### src/rtl/combi_fetch.sv
// combi_fetch: fetch stage and IF/ID pipeline register for the dual-ISA core.
// Owns the fetch PC, issues one instruction-memory request at a time, parks a
// response in a one-entry hold buffer while decode is stalled, and drops
// in-flight fetches that a taken redirect has made stale.
module combi_fetch #(
    parameter logic [31:0] RESET_PC = 32'h0000_0000,
    parameter logic [31:0] NOP_RV   = 32'h0000_0013,
    parameter logic [31:0] NOP_ARM  = 32'hE1A0_0000
) (
    input  logic        clk,
    input  logic        reset,
    input  logic        arm,
    input  logic        StallD,
    input  logic        FlushD,
    input  logic        PCSrcE,
    input  logic [31:0] PCTargetE,
    output logic        ImemReq,
    output logic [31:0] ImemAddr,
    input  logic        ImemValid,
    input  logic [31:0] ImemRdata,
    output logic [31:0] InstrD,
    output logic [31:0] PCD,
    output logic [31:0] PCPlus4D,
    output logic [31:0] PCPlus8D,
    output logic        ArmD,
    output logic        ValidD
);

    // ISSUE: request on the bus. WAIT: response pending, still wanted.
    // HOLD:  response parked in the buffer until decode accepts it.
    // KILL:  response pending but stale; it is swallowed when it arrives.
    typedef enum logic [1:0] {
        S_ISSUE = 2'd0,
        S_WAIT  = 2'd1,
        S_HOLD  = 2'd2,
        S_KILL  = 2'd3
    } state_t;

    // PC arithmetic is plain modulo-2^32; wrapping past the top is legal.
    function automatic logic [31:0] pc_inc(input logic [31:0] pc, input logic [31:0] step);
        return pc + step;
    endfunction

    // Bubble encoding depends on which ISA the decoder is currently in.
    function automatic logic [31:0] nop_for(input logic is_arm);
        return is_arm ? NOP_ARM : NOP_RV;
    endfunction

    state_t      state_q, state_d;
    logic [31:0] pcf_q, pcf_d;

    logic [31:0] hold_instr_q, hold_instr_d;
    logic [31:0] hold_pc_q, hold_pc_d;
    logic        hold_arm_q, hold_arm_d;

    logic [31:0] instr_q, instr_d;
    logic [31:0] pcd_q, pcd_d;
    logic        armd_q, armd_d;
    logic        validd_q, validd_d;

    // Instruction handed to IF/ID this cycle (from the bus or the hold buffer).
    logic        deliver;
    logic [31:0] dlv_instr;
    logic [31:0] dlv_pc;
    logic        dlv_arm;

    // Fetch FSM: next state, next PC, hold-buffer capture and delivery select.
    always_comb begin
        state_d      = state_q;
        pcf_d        = pcf_q;
        hold_instr_d = hold_instr_q;
        hold_pc_d    = hold_pc_q;
        hold_arm_d   = hold_arm_q;
        deliver      = 1'b0;
        dlv_instr    = ImemRdata;
        dlv_pc       = pcf_q;
        dlv_arm      = arm;

        case (state_q)
            S_ISSUE: begin
                // The request goes out regardless; a redirect can only mark it stale.
                if (PCSrcE) begin
                    pcf_d   = PCTargetE;
                    state_d = S_KILL;
                end else begin
                    state_d = S_WAIT;
                end
            end

            S_WAIT: begin
                if (PCSrcE) begin
                    // A coincident response is consumed here, so only wait
                    // for the stale one if it has not arrived yet.
                    pcf_d   = PCTargetE;
                    state_d = ImemValid ? S_ISSUE : S_KILL;
                end else if (ImemValid && !StallD) begin
                    deliver   = 1'b1;
                    dlv_instr = ImemRdata;
                    dlv_pc    = pcf_q;
                    dlv_arm   = arm;
                    pcf_d     = pc_inc(pcf_q, 32'd4);
                    state_d   = S_ISSUE;
                end else if (ImemValid) begin
                    hold_instr_d = ImemRdata;
                    hold_pc_d    = pcf_q;
                    hold_arm_d   = arm;
                    state_d      = S_HOLD;
                end
            end

            S_HOLD: begin
                if (PCSrcE) begin
                    pcf_d   = PCTargetE;
                    state_d = S_ISSUE;
                end else if (!StallD) begin
                    deliver   = 1'b1;
                    dlv_instr = hold_instr_q;
                    dlv_pc    = hold_pc_q;
                    dlv_arm   = hold_arm_q;
                    pcf_d     = pc_inc(pcf_q, 32'd4);
                    state_d   = S_ISSUE;
                end
            end

            S_KILL: begin
                // Keep tracking redirects until the stale response drains.
                if (PCSrcE) begin
                    pcf_d = PCTargetE;
                end
                if (ImemValid) begin
                    state_d = S_ISSUE;
                end
            end

            default: begin
                state_d = S_ISSUE;
            end
        endcase
    end

    // IF/ID next value: flush beats stall, stall beats load, otherwise bubble.
    always_comb begin
        instr_d  = instr_q;
        pcd_d    = pcd_q;
        armd_d   = armd_q;
        validd_d = validd_q;

        if (FlushD) begin
            validd_d = 1'b0;
            instr_d  = nop_for(armd_q);
        end else if (StallD) begin
            validd_d = validd_q;
        end else if (deliver) begin
            validd_d = 1'b1;
            instr_d  = dlv_instr;
            pcd_d    = dlv_pc;
            armd_d   = dlv_arm;
        end else begin
            validd_d = 1'b0;
        end
    end

    // Fetch control and IF/ID register; reset abandons any outstanding request.
    always_ff @(posedge clk or posedge reset) begin
        if (reset) begin
            state_q  <= S_ISSUE;
            pcf_q    <= RESET_PC;
            instr_q  <= NOP_RV;
            pcd_q    <= 32'h0000_0000;
            armd_q   <= 1'b0;
            validd_q <= 1'b0;
        end else begin
            state_q  <= state_d;
            pcf_q    <= pcf_d;
            instr_q  <= instr_d;
            pcd_q    <= pcd_d;
            armd_q   <= armd_d;
            validd_q <= validd_d;
        end
    end

    // Hold buffer payload; only meaningful while in HOLD, so it needs no reset.
    always_ff @(posedge clk) begin
        hold_instr_q <= hold_instr_d;
        hold_pc_q    <= hold_pc_d;
        hold_arm_q   <= hold_arm_d;
    end

`ifndef SYNTHESIS
    // A response with nothing outstanding means the memory side broke protocol.
    always_ff @(posedge clk) begin
        if (!reset) begin
            assert (!(ImemValid && (state_q != S_WAIT) && (state_q != S_KILL)))
            else $error("combi_fetch: ImemValid with no outstanding request");
        end
    end
`endif

    assign ImemReq  = (state_q == S_ISSUE) && !reset;
    assign ImemAddr = pcf_q;
    assign InstrD   = instr_q;
    assign PCD      = pcd_q;
    assign PCPlus4D = pc_inc(pcd_q, 32'd4);
    assign PCPlus8D = pc_inc(pcd_q, 32'd8);
    assign ArmD     = armd_q;
    assign ValidD   = validd_q;

endmodule

### config.mk
export PLATFORM = sky130hd
export DESIGN_NAME = combi_fetch
export DESIGN_NICKNAME = d
export VERILOG_FILES = /design/src/rtl/combi_fetch.sv
export SDC_FILE = /design/constraint.sdc
export NUM_CORES = 1
export LEC_CHECK = 0
export BUFFER_PORTS_ARGS = -buffer_cell sky130_fd_sc_hd__buf_2
export CORE_MARGIN = 1
export CORE_UTILIZATION = 45
export CTS_CLUSTER_SIZE = 40
export DETAILED_ROUTE_END_ITERATION = 12
export PLACE_DENSITY = 0.69
export SYNTH_ARGS = -nofsm -noshare
export SYNTH_HDL_FRONTEND = slang
export SYNTH_SLANG_ARGS = --single-unit
### constraint.sdc
create_clock -name clk -period 4.03 [get_ports clk]
set_input_delay 0.6045 -clock clk [delete_from_list [all_inputs] [get_ports clk]]
set_output_delay 0.6045 -clock clk [all_outputs]
set_load 0.01 [all_outputs]
Word-level counts from Yosys, hierarchy flattened

Cells that the tools add are included.

Flip-flop bits (word level): 165
Bits in latches: 0
Bits in writable memories: 0
Bits in read-only memories: 0
Bits of input ports: 71
Memories: 0

Add/sub/neg operators: 3
$mul: 0
Divide/modulo/power cells: 0
Magnitude comparators: 0
Equality and inequality tests: 9
Shift-type cells: 0
Mux-type cells: 33
Bitwise operators: 4
Reduce and logical (&&, ||, !) cells: 12

Operators with widths:

| cell                    | count |
|---|---|
| $mux W32                | 13 |
| $pmux W32 S3            | 1 |
| $add A32 B3 Y32 const B | 2 |
| $add A32 B4 Y32 const B | 1 |
| $mux W2                 | 8 |
| $mux W1                 | 9 |
| $reduce_and A3 Y1       | 3 |
| $pmux W2 S4             | 1 |
| $ne A3 B3 Y1 const B    | 2 |
| $eq A2 B2 Y1 const B    | 2 |
| $ne A2 B1 Y1 const B    | 2 |
| $ne A4 B4 Y1 const B    | 1 |
| $not A1 Y1              | 4 |
| $reduce_and A4 Y1       | 1 |
| $eq A2 B1 Y1 const B    | 1 |
| $logic_and A1 B1 Y1     | 2 |
| $logic_not A1 Y1        | 2 |
| $logic_not A2 Y1        | 1 |
| $ne A2 B2 Y1 const B    | 1 |
| $pmux W1 S2             | 1 |
| $reduce_and A2 Y1       | 1 |
| $reduce_bool A2 Y1      | 1 |
| $reduce_or A2 Y1        | 1 |

Longest topological paths before layout

Gate-level depths: netlist of run 1.

Word-level depth: 8
Mapped depth: 9

Worst setup path before layout of run 1

No wires, ideal clock.

Kind: input port to flip-flop
Start: input StallD
End: register hold_arm_q (enable)
Data arrival time: 2371 ps
Setup slack: 1228 ps
Stages: 2
Buffers on the path: 0
Path through: nor2b_1 > and3_1

Longest elaborated chain between the ends: 4

RTL lines:

| what                        | line | text |
|---|---|---|
| from (decl)                 | 13   | `input logic StallD,` |
| $logic_not A1 Y1            | -    |  |
| $logic_and A1 B1 Y1         | 96   | `end else if (ImemValid && !StallD) begin` |
| $not A1 Y1 (no line)        | -    |  |
| $reduce_and A4 Y1 (no line) | -    |  |
| to (signal assigned)        | 186  | `hold_arm_q <= hold_arm_d;` |
| to (decl)                   | 54   | `logic hold_arm_q, hold_arm_d;` |

Every way passes these cells.
A chain may end at the register's enable or synchronous reset.

Worst setup path in the final report of run 1

Start: register pcd_q[3], in the netlist PCD[3]
End: output PCPlus4D[29]

Longest elaborated chain between the ends: 1

RTL lines:

| what                   | line | text |
|---|---|---|
| from (decl)            | 57   | `logic [31:0] pcd_q, pcd_d;` |
| from (signal assigned) | 176  | `pcd_q <= pcd_d;` |
| $add A32 B3 Y32        | 41   | `return pc + step;` |
| to (decl)              | 23   | `output logic [31:0] PCPlus4D,` |

Every way passes these cells.

==> flow_metrics.py, run 1 <==
metrics = {
    "synth": {
        "syn_area_um2": 8284,
        "ys_top_cells_by_area": "dfrtp_1, edfxtp_1, mux2i_1",
        "ys.warnings.count": 0,
        "synth_top_area_cell": "dfrtp_1",
        "yosysSeqAreaShare_pct": 53.81,
        "synthArstFlopShare_pct": 60.61,
        "synth_cells": 765,
        "syn_nets": 844,
        "avgSynthCellArea_um2": 10.83,
        "synth_edf_count": 65,
        "ys_seq_elements": 165,
        "synth_cell_types": 52,
        "synth_top_area_share_pct": 29.30,
        "synth_top_flop_cell": "dfrtp_1",
    },
    "grt": {
        "antenna_found_initial": 3,
        "gr-usage-met2_pct": 33.98,
        "busiest_layer": "met2",
        "grt_remaining_overflow": 0,
        "grt_start_max_net_pins": 74,
        "grt_first_pass_wirelength_mm": 30.42,
        "grtUsageMet1_pct": 27.62,
        "grt_pass1_vias": 5702,
        "use_met3_pct": 5.482,
        "grt_usage_pct": 21.23,
    },
    "critical_path": {
        "crit_required_ns": 3.43,
        "arrival_ns": 2.61,
        "critPathLaunchType": "flip-flop",
        "crit_fanout": 10,
        "crit_type": "flip-flop to output pin",
        "end_kind": "output pin",
    },
    "die": {
        "core-area_um2": 18020,
        "die_height_um": 137.7,
        "ioPinCount": 234,
        "die_w_um": 137.7,
        "die_area_um2": 18960,
        "rows": 49,
        "initial_core_util_pct": 45.96,
    },
    "route": {
        "vias": 6352,
        "drc": 0,
        "wl_per_cell_um": 16.54,
        "ant_nets": 0,
        "via_per_inst": 5.254,
        "drtPass1Iterations": 4,
        "wl_mm": 20.00,
        "first_iter_violations": 323,
    },
    "min_path": {
        "holdCritPathClass": "input port to async pin",
    },
    "place": {
        "gp_congestion": 0.8053,
        "hpwl_mm": 14.28,
        "numPortBuffers": 233,
    },
    "timing": {
        "finalClockSkew_ns": 0.008750,
        "grt_setup_unrepaired": "no",
        "setup_viol": 0,
        "period_needed_ns": 3.213,
        "maxSlewViolCount": 0,
        "holdWs_ns": 0.3690,
        "setup_tns_ns": 0,
        "post-route-period-util_pct": 79.72,
        "finalHoldViolCount": 0,
        "worstMarginPinSlew_ns": 1.052,
        "max_freq_mhz": 311.3,
        "slew_headroom_pct": 29.70,
    },
    "cells_and_area": {
        "area_growth_syn_to_layout_pct": 21.82,
        "nFillCells": 1580,
        "drive_gt1_share_pct": 29.90,
        "fin_nets": 1046,
        "antenna_cells": 0,
    },
    "clock_tree": {
        "cts-root-buf": "clkbuf_16",
        "cts_resized": 0,
        "numCtsBuffers": 17,
        "ctsHtreeMaxLevel": 4,
        "ctsHoldBuffers": 0,
        "cts_setup_buffers": 0,
        "cts_sinks": 165,
        "cts.path.max_buffers": 2,
        "clkSlewWorstSetupHoldPaths_ns": 0.06,
        "cts_tree": "built",
        "clk_latency_ns": 0.42,
    },
    "job": {
        "drv_cap": 0,
    },
    "power_and_ir_drop": {
        "vdd_drop_max_mv": 0.3776,
        "pwr_density_cell_nw_per_um2": 677.8,
        "total_power_w": 0.006840,
        "power_leakage_nw": 4.686,
    },
    "status": {
        "status": "complete, no violations",
    },
}
==> Yosys cell counts, types with 2 or more instances <==
cell type	instances
dfrtp_1	97
nor2_1	84
mux2i_1	67
edfxtp_1	65
nand2_1	63
a21oi_1	48
xnor2_1	41
o21ai_0	36
xor2_1	33
a211oi_1	24
buf_2	23
nand4_1	23
nand3_1	21
clkbuf_1	19
and3_1	13
and4_1	10
inv_1	10
buf_4	9
ha_1	8
nor3_1	6
o21ai_1	5
o22a_1	5
buf_6	4
nor2b_1	4
nor4_1	4
and2_1	3
dfstp_2	3
nand2b_1	3
nor2_2	3
a311oi_1	2
a31oi_1	2
and3_2	2
clkbuf_2	2
mux2_2	2
nand4_2	2
nor4_2	2
o31a_1	2
==> through the flow <==
step | util, % | instances | area (um2) | setup slack, ns
after floorplan | - | 765 | 8284 | 0.8117
after global placement | 52.84 | 1177 | 9524 | 1.357
after detailed placement | 52.84 | 1177 | 9524 | 1.252
after CTS | 55.99 | 1209 | 10090 | 0.7999
after global routing | 55.99 | 1209 | 10090 | 0.5898
final | 55.99 | 1209 | 10090 | 0.8173
==> cell families (layout without fill, tap and decap cells) <==
| group | after synthesis | count (layout) | synth area share, % |
|---|---|---|---|
| fa+ha+maj | 8 | 8 | 1.208 |
| mux | 69 | 69 | 8.367 |
| buf+inv | 68 | 283 | 4.350 |
| compound gates | 132 | 132 | 9.440 |
| xor+xnor | 74 | 74 | 7.824 |
| flops | 165 | 165 | 53.81 |
| simple gates | 249 | 249 | 15.00 |
==> critical path, cell delays in order, from the launching register on <==
cell,delay [ns]
dfrtp_1,0.54
ha_1,0.25
and3_1,0.26
nand4_1,0.27
nor3_4,0.39
nand4_1,0.18
xnor2_1,0.16
buf_2,0.14
==> placed cells by master, fill, tap and decap left out, types with 33 or more instances in the layout <==
master,count
mux2i_1,67
buf_2,233
dfrtp_1,97
o21ai_0,36
nand2_1,63
edfxtp_1,65
xnor2_1,41
nor2_1,84
xor2_1,33
a21oi_1,48
==> final timing paths <==
check,startpoint,end,slack (ns),depth (start not counted)
setup / recovery,PCD[3],PCPlus4D[29],0.82,7
hold / removal,reset,InstrD[8],0.37,2
setup reg to reg,state_q[1],InstrD[6],1.44,7
hold reg to reg,ImemAddr[0],hold_pc_q[0],0.52,0
max in group asynchronous,reset,InstrD[4],2.63,3
min in group clk,ImemRdata[21],hold_instr_q[21],0.37,1
==> per-layer routing <==
| layer | up-vias | part of all wire (%) | wire (um) |
|---|---|---|---|
| met5 | - | 0.21 | 41 |
| met4 | 6 | 1.9 | 386 |
| met3 | 27 | 6.5 | 1297 |
| met2 | 217 | 47 | 9436 |
| met1 | 2966 | 44 | 8833 |
| li1 | 3136 | - | - |
==> where the power goes <==
group / leakage, nW / switching, W / total, W / internal (W)
clock: 0.273 / 0.000709 / 0.00158 / 0.000870
sequential: 1.82 / 0.000602 / 0.00274 / 0.00214
combinational: 2.59 / 0.00140 / 0.00252 / 0.00112
==> registers in the layout, summed over array words and instances (netlist names) <==
signal	count
PCD	32
ValidD	1
hold_instr_q	32
InstrD	32
state_q	2
hold_arm_q	1
ArmD	1
ImemAddr	32
hold_pc_q	32
==> layout make-up <==
type / count / area [um2] / area share [%]
clock buffers: 18 / 429.2 / 4.252
clock inverters: 14 / 138.9 / 1.376
repair buffers: 241 / 1251 / 12.40
inverters: 10 / 40.04 / 0.3967
multi-input cells: 532 / 3488 / 34.56
flip-flops and latches: 165 / 4458 / 44.17
well taps: 229 / 286.5 / 2.839
No activity file was read; power rests on OpenSTA's default activity.
==> run 2: changes to the inputs <==
--- a/config.mk
+++ b/config.mk
@@ -5,12 +5,13 @@
 export SDC_FILE = /design/constraint.sdc
 export NUM_CORES = 1
 export LEC_CHECK = 0
+export ABC_AREA = 1
 export BUFFER_PORTS_ARGS = -buffer_cell sky130_fd_sc_hd__buf_2
 export CORE_MARGIN = 1
 export CORE_UTILIZATION = 45
 export CTS_CLUSTER_SIZE = 40
 export DETAILED_ROUTE_END_ITERATION = 12
-export PLACE_DENSITY = 0.69
+export PLACE_DENSITY = 0.68
 export SYNTH_ARGS = -nofsm -noshare
 export SYNTH_HDL_FRONTEND = slang
 export SYNTH_SLANG_ARGS = --single-unit
==> constraint.sdc (replaced) <==
create_clock -name clk -period 3.3 [get_ports clk]
set_input_delay 0.495 -clock clk [delete_from_list [all_inputs] [get_ports clk]]
set_output_delay 0.495 -clock clk [all_outputs]
set_load 0.01 [all_outputs]
==> run 2 against run 1 <==
Effect of this change:
- cell count rose by 28%
- total power rose by 45%
- clock skew rose by 0.0031 ns
- setup slack got worse by 0.26 ns
- critical path depth did not move
- non-clock buffer count rose by 4
- utilization rose by 0.11 points
==> flow_metrics.py, run 2 <==
metrics = {
    "place": {
        "placed_cells": 1518,
        "hpwl_mm": 17.92,
        "gp_congestion": 0.9383,
        "numPortBuffers": 233,
    },
    "synth": {
        "synthTopCellsByCount": "nand2_1, nor2_1, dfrtp_1",
        "synth_top_area_cell": "dfrtp_1",
        "syn_nets": 1131,
        "syn_area_um2": 8912,
        "yosysSeqAreaShare_pct": 50.02,
        "synth_top_flop_cell": "dfrtp_1",
        "synth_cell_types": 42,
        "synth_top_area_share_pct": 27.24,
        "synth_cells": 1052,
        "synthArstFlopShare_pct": 60.61,
        "avgSynthCellArea_um2": 8.472,
        "ys_seq_elements": 165,
        "yosysMostFrequentCell": "nand2_1",
        "ys_top_cells_by_area": "dfrtp_1, edfxtp_1, nand2_1",
        "ys.warnings.count": 0,
        "synth_edf_count": 65,
    },
    "timing": {
        "finalClockSkew_ns": 0.01183,
        "post-route-period-util_pct": 83.18,
        "worstMarginPinSlew_ns": 0.9465,
        "holdWs_ns": 0.2514,
        "setup_tns_ns": 0,
        "finalHoldViolCount": 0,
        "grt_setup_unrepaired": "no",
        "period_needed_ns": 2.745,
        "max_freq_mhz": 364.3,
        "setup_viol": 0,
        "slew_headroom_pct": 36.90,
        "maxSlewViolCount": 0,
    },
    "die": {
        "ioPinCount": 234,
        "rows": 51,
        "die_area_um2": 20370,
        "die_height_um": 142.7,
        "die_w_um": 142.7,
        "initial_core_util_pct": 45.79,
        "core-area_um2": 19460,
    },
    "route": {
        "drc": 0,
        "drtPass1Iterations": 8,
        "ant_nets": 0,
        "drt-met1-wl_mm": 11.54,
        "via_per_inst": 5.044,
        "met2WireLength_mm": 10.92,
        "vias": 7829,
        "wl_per_cell_um": 15.77,
        "dr_wl_met3_mm": 1.567,
        "wl_mm": 24.48,
        "first_iter_violations": 665,
        "highest_layer": "met4",
    },
    "power_and_ir_drop": {
        "power_leakage_nw": 5.329,
        "pwr_density_cell_nw_per_um2": 909.6,
        "total_power_w": 0.009931,
        "vdd_drop_max_mv": 0.5542,
    },
    "clock_tree": {
        "ctsHtreeMaxLevel": 4,
        "numCtsBuffers": 17,
        "ctsHoldBuffers": 0,
        "clk_latency_ns": 0.43,
        "cts_tree": "built",
        "cts_resized": 0,
        "clkSlewWorstSetupHoldPaths_ns": 0.07,
        "cts.path.max_buffers": 2,
        "cts_sinks": 165,
        "cts_setup_buffers": 0,
        "cts-root-buf": "clkbuf_16",
    },
    "critical_path": {
        "critPathLaunchType": "flip-flop",
        "end_kind": "output pin",
        "crit_required_ns": 2.80,
        "crit_type": "flip-flop to output pin",
        "arrival_ns": 2.25,
        "crit_fanout": 5,
    },
    "grt": {
        "grt_first_pass_wirelength_mm": 38.27,
        "antenna_found_initial": 2,
        "grt_usage_pct": 24.55,
        "grt_pass1_vias": 7147,
        "grt_remaining_overflow": 0,
        "grt_start_max_net_pins": 77,
    },
    "status": {
        "status": "complete, no violations",
    },
    "cells_and_area": {
        "area_growth_syn_to_layout_pct": 22.50,
        "drive_gt1_share_pct": 24.59,
        "final_common_cell": "nand2_1",
        "fin_nets": 1351,
        "final_cell_count_no_fill": 1552,
        "nFillCells": 1828,
        "layout_common_cells": "nand2_1, buf_2, nor2_1",
    },
    "min_path": {
        "holdCritPathClass": "input port to flip-flop",
    },
    "job": {
        "drv_cap": 0,
    },
}
run 2: logic make-up (layout without fill, tap and decap cells):
group	count (synthesis)	in the layout	share of synthesized area [%]
AOI/OAI and AO/OA	162	162	10.39
adders and majority gates	8	8	1.123
DFF	165	165	50.02
buffers and inverters	136	369	6.795
muxes	23	23	2.583
other	0	2	0
xor gates and xnor gates	46	46	4.521
and+or+nand+nor	512	512	24.57
run 2: worst paths after layout:
kind,startpoint,to,slack (ns),depth (start not counted)
setup / recovery,PCD[3],PCPlus8D[29],0.56,7
hold / removal,ImemRdata[17],hold_instr_q[17],0.25,1
setup reg to reg,state_q[0],ImemAddr[14],1.04,9
hold reg to reg,InstrD[21],InstrD[21],0.48,2
max in group asynchronous,reset,PCD[26],2.21,3
min in group asynchronous,reset,InstrD[31],0.27,2
run 2: area by class of cell:
type                    count  area, um2  area share, %
clock buffers              18      450.4          4.126
clock inverters            14      177.7          1.627
well taps                 265      331.6          3.037
repair buffers            245       1281          11.74
flip-flops and latches    165       4458          40.83
inverters                  92      347.8          3.186
diodes                      2      5.005        0.04584
multi-input cells         751       3866          35.41
run 2: through the flow:
| stage | setup slack [ns] | area, um2 | utilization [%] |
|---|---|---|---|
| finish | 0.5551 | 10920 | 56.10 |
| global route | 0.3987 | 10920 | 56.10 |
| CTS | 0.5097 | 10910 | 56.07 |
| detailed placement | 1.002 | 10280 | 52.84 |
| global placement | 1.055 | 10280 | 52.84 |
| floorplan | 0.1912 | 8915 | - |
run 2: where the power goes:
group          switching, W  total (W)  internal, W
Combinational       0.00273    0.00429      0.00156
Sequential         0.000805    0.00354      0.00273
Clock              0.000906    0.00210      0.00120
run 2: critical path, cell delays in order, from the launching register on:
cell and delay [ns]:
dfrtp_1 0.43, ha_1 0.24, nand3_1 0.17, nor2_4 0.20, nand2_4 0.11, nor3_1 0.34, xor2_1 0.18, buf_2 0.15
run 2: layer usage:
layer | GRT usage, % | vias to the layer above
met4 | 8.206 | 0
met2 | 37.90 | 295
met1 | 35.07 | 3604
li1 | - | 3902
met5 | 0 | -
met3 | 3.991 | 28
==> run 3: changes to the inputs <==
--- a/config.mk
+++ b/config.mk
@@ -11,7 +11,7 @@
 export CORE_UTILIZATION = 45
 export CTS_CLUSTER_SIZE = 40
 export DETAILED_ROUTE_END_ITERATION = 12
-export PLACE_DENSITY = 0.68
+export PLACE_DENSITY = 0.7
 export SYNTH_ARGS = -nofsm -noshare
 export SYNTH_HDL_FRONTEND = slang
 export SYNTH_SLANG_ARGS = --single-unit
==> constraint.sdc (replaced) <==
create_clock -name clk -period 2.39 [get_ports clk]
set_input_delay 0.3585 -clock clk [delete_from_list [all_inputs] [get_ports clk]]
set_output_delay 0.3585 -clock clk [all_outputs]
set_load 0.01 [all_outputs]
==> run 3 against run 2 <==
Effect of this change:
- total power up 40%
- cell count rose by 2.6%
- setup slack worse by 0.46 ns
- design area rose by 4.7%
- sequential power grew 38%
- critical path depth up 1
- clock power grew 24%
- global-route usage is 0.19 points higher
- clock skew fell by 0.0035 ns
- non-clock buffer count up 43
- sequential share of layout area is 1.7 points lower
- largest power group unchanged
==> flow_metrics.py, run 3 (synthesis results as in run 2) <==
metrics = {
    "clock_tree": {
        "clk_latency_ns": 0.42,
        "numCtsBuffers": 17,
        "clkSlewWorstSetupHoldPaths_ns": 0.07,
        "ctsHoldBuffers": 0,
        "cts-root-buf": "clkbuf_16",
        "ctsHtreeMaxLevel": 4,
        "cts_sinks": 165,
        "cts_tree": "built",
        "cts.path.max_buffers": 2,
    },
    "die": {
        "core-area_um2": 19460,
        "die_w_um": 142.7,
        "die_area_um2": 20370,
        "rows": 51,
        "initial_core_util_pct": 45.79,
        "ioPinCount": 234,
        "die_height_um": 142.7,
    },
    "power_and_ir_drop": {
        "switching_share_pct": 45.34,
        "pwr_density_cell_nw_per_um2": 1220,
        "power_leakage_nw": 5.587,
        "clkPwrFrac_pct": 18.7,
        "internal-power_w": 0.007625,
        "p_sw_w": 0.006325,
        "total_power_w": 0.01395,
        "combPwrFrac_pct": 46.3,
        "sequentialPowerShare_pct": 35.0,
        "vdd_drop_max_mv": 0.5811,
    },
    "route": {
        "via_per_inst": 5.063,
        "ant_nets": 0,
        "drc": 0,
        "first_iter_violations": 632,
        "wl_per_cell_um": 15.79,
        "drtPass1Iterations": 8,
        "vias": 8065,
        "wl_mm": 25.16,
    },
    "grt": {
        "grt_remaining_overflow": 0,
        "antenna_found_initial": 0,
        "grt_first_pass_wirelength_mm": 38.73,
        "grt_start_max_net_pins": 101,
        "grt_pass1_vias": 7250,
        "grt_usage_pct": 24.74,
    },
    "cells_and_area": {
        "final_common_cell": "nand2_1",
        "nFillCells": 1737,
        "multiInputGateArea_um2": 4051,
        "regArea_um2": 4478,
        "fin_nets": 1394,
        "drive_gt1_share_pct": 30.12,
        "layout_common_cells": "nand2_1, buf_2, nor2_1",
        "final_util_pct": 58.73,
        "fin_area_um2": 11430,
        "area_growth_syn_to_layout_pct": 28.26,
        "antenna_cells": 0,
    },
    "timing": {
        "finalHoldViolCount": 0,
        "setup_viol": 0,
        "slew_headroom_pct": 58.44,
        "worstMarginPinSlew_ns": 0.6234,
        "fin_ws_ns": 0.09124,
        "grt_setup_unrepaired": "yes",
        "setup_tns_ns": 0,
        "max_freq_mhz": 435.0,
        "finalClockSkew_ns": 0.008347,
        "maxSlewViolCount": 0,
        "post-route-period-util_pct": 96.18,
        "period_needed_ns": 2.299,
    },
    "place": {
        "hpwl_mm": 18.19,
        "gp_congestion": 0.9094,
        "postPlaceCellArea_um2": 10400,
        "place_ws_ns": 0.2123,
        "numPortBuffers": 233,
    },
    "critical_path": {
        "reg2reg_to": "PCD[20]",
        "worstReg2RegStart": "state_q[0]",
        "crit_fanout": 5,
        "arrival_ns": 1.94,
        "crit_required_ns": 2.03,
        "crit_type": "flip-flop to output pin",
        "reg2reg_slack_ns": 0.20,
        "critPathLaunchType": "flip-flop",
        "endpoint": "PCPlus4D[23]",
        "crit_start": "PCD[3]",
        "reg2reg_depth": 8,
        "end_kind": "output pin",
    },
    "job": {
        "drv_cap": 0,
    },
    "min_path": {
        "holdCritPathClass": "input port to async pin",
    },
    "status": {
        "status": "complete, no violations",
    },
}
## run 3: layer usage
metal | vias up | part of all wire [%] | GRT usage, %
li1 | 3984 | - | -
met1 | 3717 | 46 | 35.41
met2 | 337 | 46 | 38.31
met3 | 27 | 7.1 | 3.924
met4 | 0 | 1.4 | 7.980
met5 | - | 0 | 0
## run 3: area by class of cell
| cell class | count | share of cell area, % |
|---|---|---|
| well taps | 265 | 2.901 |
| multi-input cells | 751 | 35.44 |
| clock inverters | 15 | 1.226 |
| inverters | 92 | 3.076 |
| repair buffers | 288 | 14.46 |
| flip-flops and latches | 165 | 39.17 |
| clock buffers | 17 | 3.722 |
## run 3: through the flow
stage	cells	hold WS, ns
6_report	1593	0.03658
5_1_grt	1593	0.09804
4_1_cts	1575	0.09885
3_5_place_dp	1528	0.4598
3_3_place_gp	1528	0.4602
2_1_floorplan	1052	0.4574
## run 3: worst min path at each step
stage                   from               end  slack (ns)  depth (start not counted)
6_report               reset        InstrD[21]        0.04                          3
5_1_grt        ImemRdata[17]  hold_instr_q[17]         0.1                          1
4_1_cts        ImemRdata[17]  hold_instr_q[17]         0.1                          1
3_5_place_dp      InstrD[21]        InstrD[21]        0.46                          2
3_3_place_gp       InstrD[2]         InstrD[2]        0.46                          2
2_1_floorplan            arm        hold_arm_q        0.46                          0
## run 3: critical path, stage by stage (launching register included)
cell and delay, ns:
dfrtp_2 0.41, ha_4 0.16, nand3_4 0.09, nor2_4 0.17, nand2_4 0.11, nor3_4 0.19, nand2_1 0.09, xor2_1 0.14
buf_2 0.15
## run 3: what timing repair did
action	4_1_cts	5_1_grt
pin swaps	10	19
gates resized for setup	24	37
setup buffers	15	18
setup endpoints to repair	27	32
cloned	0	0
## run 3: power groups by stage
stage	clock network, W	registers (W)	logic (W)
after floorplan	0	0.00486	0.00358
after global placement	0	0.00482	0.00601
after detailed placement	0	0.00485	0.00610
after CTS	0.00266	0.00482	0.00624
after global routing	0.00276	0.00498	0.00720
final	0.00261	0.00488	0.00646
